--- src/rtl/vlg_design.sv ---
// Paired XOR reference block: raw combinational XOR beside a registered copy.
// A saturating counter reports how often the registered output changed.
module vlg_design #(
    parameter int WIDTH = 1,
    parameter int CNT_W = 16
) (
    input  logic             clk,
    input  logic             rst_n,
    input  logic [WIDTH-1:0] a,
    input  logic [WIDTH-1:0] b,
    input  logic             cnt_clr,
    output logic [WIDTH-1:0] z_comb,
    output logic [WIDTH-1:0] z_reg,
    output logic [CNT_W-1:0] toggle_cnt
);

    logic [WIDTH-1:0] z_nxt;
    logic             z_chg;
    logic             cnt_full;

    // Raw XOR: every input edge, including skew glitches, shows up here.
    assign z_comb = a ^ b;

    // Value z_reg will take at the coming edge, and whether it differs.
    always_comb begin
        z_nxt    = a ^ b;
        z_chg    = (z_nxt != z_reg);
        cnt_full = (toggle_cnt == {CNT_W{1'b1}});
    end

    // Glitch-free copy of the XOR, sampled on the rising edge.
    always_ff @(posedge clk or negedge rst_n) begin
        if (!rst_n) begin
            z_reg <= '0;
        end else begin
            z_reg <= z_nxt;
        end
    end

    // Count edges where z_reg changes; clear wins, and the count sticks at max.
    always_ff @(posedge clk or negedge rst_n) begin
        if (!rst_n) begin
            toggle_cnt <= '0;
        end else if (cnt_clr) begin
            toggle_cnt <= '0;
        end else if (z_chg && !cnt_full) begin
            toggle_cnt <= toggle_cnt + CNT_W'(1);
        end
    end

endmodule

--- config.mk ---
export PLATFORM = sky130hd
export DESIGN_NAME = vlg_design
export DESIGN_NICKNAME = d
export VERILOG_FILES = /design/src/rtl/vlg_design.sv
export SDC_FILE = /design/constraint.sdc
export NUM_CORES = 1
export LEC_CHECK = 0
export ABC_AREA = 1
export CORE_MARGIN = 4
export CORE_UTILIZATION = 53
export DETAILED_ROUTE_END_ITERATION = 7
export HOLD_SLACK_MARGIN = 0.08
export PLACE_DENSITY_LB_ADDON = 0.3
export SLEW_MARGIN = 20
export SYNTH_ARGS = -nofsm -noshare
export SYNTH_HDL_FRONTEND = slang
export SYNTH_SLANG_ARGS = --single-unit
--- constraint.sdc ---
create_clock -name clk -period 3 [get_ports clk]
set_clock_uncertainty 0.05 [all_clocks]
set_input_delay 0.6 -clock clk [delete_from_list [all_inputs] [get_ports clk]]
set_output_delay 0.6 -clock clk [all_outputs]
set_load 0.03 [all_outputs]
==> impl_metrics.py <==
metrics = {
    "clock_network": {
        "htree_levels": 1,
        "tritoncts_num_sinks": 17,
        "clockRootBuffer": "clkbuf_4",
        "post_cts_buffers": 0,
        "cts_tree": "done",
        "cts.clk_slew.worst_paths_ns": 0.09,
        "insertion_delay_ns": 0.29,
        "cts_resized": 0,
        "cts_buffers": 3,
        "cts_buffer_depth": 2,
        "hold_buffers": 0,
    },
    "layout": {
        "largest_register_ffs": 16,
        "n_antenna_cell": 0,
        "fin_area_mm2": 0.00134,
        "utilization_pct": 69.1,
        "layout-drive-gt1-share_pct": 6.86,
        "mostFrequentLayoutCell": "nand2_1",
        "syn2layout_area_growth_pct": 24.9,
        "layout_common_cells": "nand2_1 (60), clkdlybuf4s50_1 (22), dfrtp_1 (17)",
        "num-nets-final": 182,
    },
    "sta": {
        "worst_pin_slew_ns": 0.778,
        "setup_violations": 0,
        "max_freq_ghz": 0.385,
        "tns_ns": 0,
        "final-hold-violation-count": 0,
        "min_period_ns": 2.60,
        "rsz0062_at_grt": "false",
        "period_share_pct": 86.7,
        "slew_headroom_pct": 48.0,
        "drv_slew": 0,
    },
    "detailed_routing": {
        "routed_wl_um": 2470,
        "ant_nets": 0,
        "drt-pass1-iter-count": 4,
        "wl_per_cell_um": 12.2,
        "drcViolationCount": 0,
        "drt-vias-per-instance": 5.27,
        "dr_total_vias": 1064,
        "drt_iter0_markers": 16,
    },
    "critical_path": {
        "worst_ep_arrival_time_ns": 1.95,
        "worstSetupStartpointType": "input port",
        "slowest_stage": "clkdlybuf4s50_1",
        "cp-end-kind": "output pin",
        "path_class": "input port to output pin",
        "worstPathCellList": "clkdlybuf4s50_1 > nand2_1 > nand2_1 > clkdlybuf4s50_1",
        "max_stage_delay_ns": 0.69,
        "crit_fanout": 3,
        "critPathRequiredTime_ns": 2.35,
    },
    "global_route": {
        "antenna_found_initial": 0,
        "grt_use_met3_pct": 4.23,
        "grt_use_total_pct": 19.6,
        "grt_pass1_vias": 987,
        "grt_pass1_wl_um": 4070,
        "busiest_layer": "met2",
        "grt_use_met1_pct": 23.4,
        "grt_start_max_net_pins": 18,
        "overflow": 0,
        "grt_use_met2_pct": 33.1,
    },
    "hold_path": {
        "hp-class": "flop to flop",
    },
    "yosys": {
        "synthTopCellsByArea": "dfrtp_1 (40%), nand2_1 (21%), nand4_1 (7.0%), nor2_1 (5.2%), inv_1 (3.8%)",
        "yosysTopAreaCell": "dfrtp_1",
        "yosys_register_bits": 17,
        "yosysWarnings": 0,
        "yosysUniqueCellTypes": 22,
        "netlist_area_mm2": 0.00107,
        "ys_seq_area_share_pct": 39.6,
        "synth_nets": 157,
        "syn_avg_cell_area_um2": 7.12,
        "yosysTopAreaCellShare_pct": 39.6,
        "synthCells": 151,
    },
    "floorplanning": {
        "num_rows": 16,
        "core_mm2": 0.00194,
        "die_y_um": 53.0,
        "io_pins": 23,
        "die_x_um": 53.0,
        "start_util_pct": 55.3,
        "die_area_mm2": 0.00281,
    },
    "placement": {
        "io_buffers": 22,
        "gp_congestion": 0.845,
        "hpwl_um": 1810,
        "placed_cell_area_mm2": 0.00132,
    },
    "status": {
        "status": "finished, final reports clean",
    },
    "power": {
        "power.leakage_nw": 0.624,
        "cellPowerDensity_mw_per_mm2": 324,
        "vdd.ir_drop.worst_mv": 0.257,
    },
    "job": {
        "drv_cap": 0,
    },
}
## critical path, delay by kind of cell
kind | cells | cell delay (ns)
buffers and inverters | 2 | 1.17
and+or+nand+nor | 2 | 0.18
## cells by family (layout without fill, tap and decap cells)
group	Yosys count	count (layout)	share of synthesized area, %
adders and majority gates	1	1	1.16
buffers and inverters	15	39	6.05
AOI/OAI and AO/OA	11	11	6.05
DFF	17	17	39.6
xor gates and xnor gates	4	4	3.26
and+or+nand+nor	103	103	43.9
## power breakdown
part	internal (W)	switching [W]	total, W
clock network	0.0000518	0.0000725	0.000124
logic	0.0000253	0.0000458	0.0000712
registers	0.000234	0.00000606	0.000240
total	0.000311	0.000124	0.000435
## per-stage QoR
| stage | cells | hold WS (ns) | power (W) | setup slack (ns) |
|---|---|---|---|---|
| 4_1_cts | 202 | 0.518 | 0.000439 | 0.388 |
| 5_1_grt | 202 | 0.553 | 0.000452 | 0.345 |
| 3_3_place_gp | 198 | 0.485 | 0.000314 | 0.449 |
| 2_1_floorplan | 151 | 0.254 | 0.000286 | 1.21 |
| 3_5_place_dp | 198 | 0.489 | 0.000316 | 0.399 |
| 6_report | 202 | 0.520 | 0.000435 | 0.400 |
## routing by layer
metal / vias up / wire length [um]
li1: 536 / -
met1: 482 / 1160
met2: 38 / 1130
met3: 8 / 128
met4: 0 / 58
met5: - / 0
## cell usage after synthesis, drive strengths merged
| cell type | n |
|---|---|
| buf | 3 |
| a21oi | 1 |
| xor2 | 4 |
| or2 | 1 |
| nand3 | 9 |
| nand3b | 1 |
| nor2 | 19 |
| o21ai | 6 |
| nand4 | 12 |
| ha | 1 |
| o21bai | 4 |
| nand2 | 61 |
| inv | 12 |
| dfrtp | 17 |
## layout make-up
class | count | area [um^2]
clock buffers | 4 | 26.3
fillers | 177 | 599
inverters | 12 | 45.0
multi-input cells | 119 | 584
flip-flops and latches | 17 | 425
well taps | 27 | 33.8
repair buffers | 23 | 228
## path summary, 6_finish.rpt
path	start	endpoint	slack, ns	cells after the start
max	b	z_comb	0.40	4
min	toggle_cnt[14]$_DFFE_PN0P_	toggle_cnt[14]$_DFFE_PN0P_	0.52	2
max reg2reg	toggle_cnt[1]$_DFFE_PN0P_	toggle_cnt[0]$_DFFE_PN0P_	1.14	9
min reg2reg	toggle_cnt[14]$_DFFE_PN0P_	toggle_cnt[14]$_DFFE_PN0P_	0.52	2
max in group asynchronous	rst_n	toggle_cnt[7]$_DFFE_PN0P_	1.71	1
min in group asynchronous	rst_n	toggle_cnt[1]$_DFFE_PN0P_	0.70	1
No activity file was read; power rests on OpenSTA's default activity.
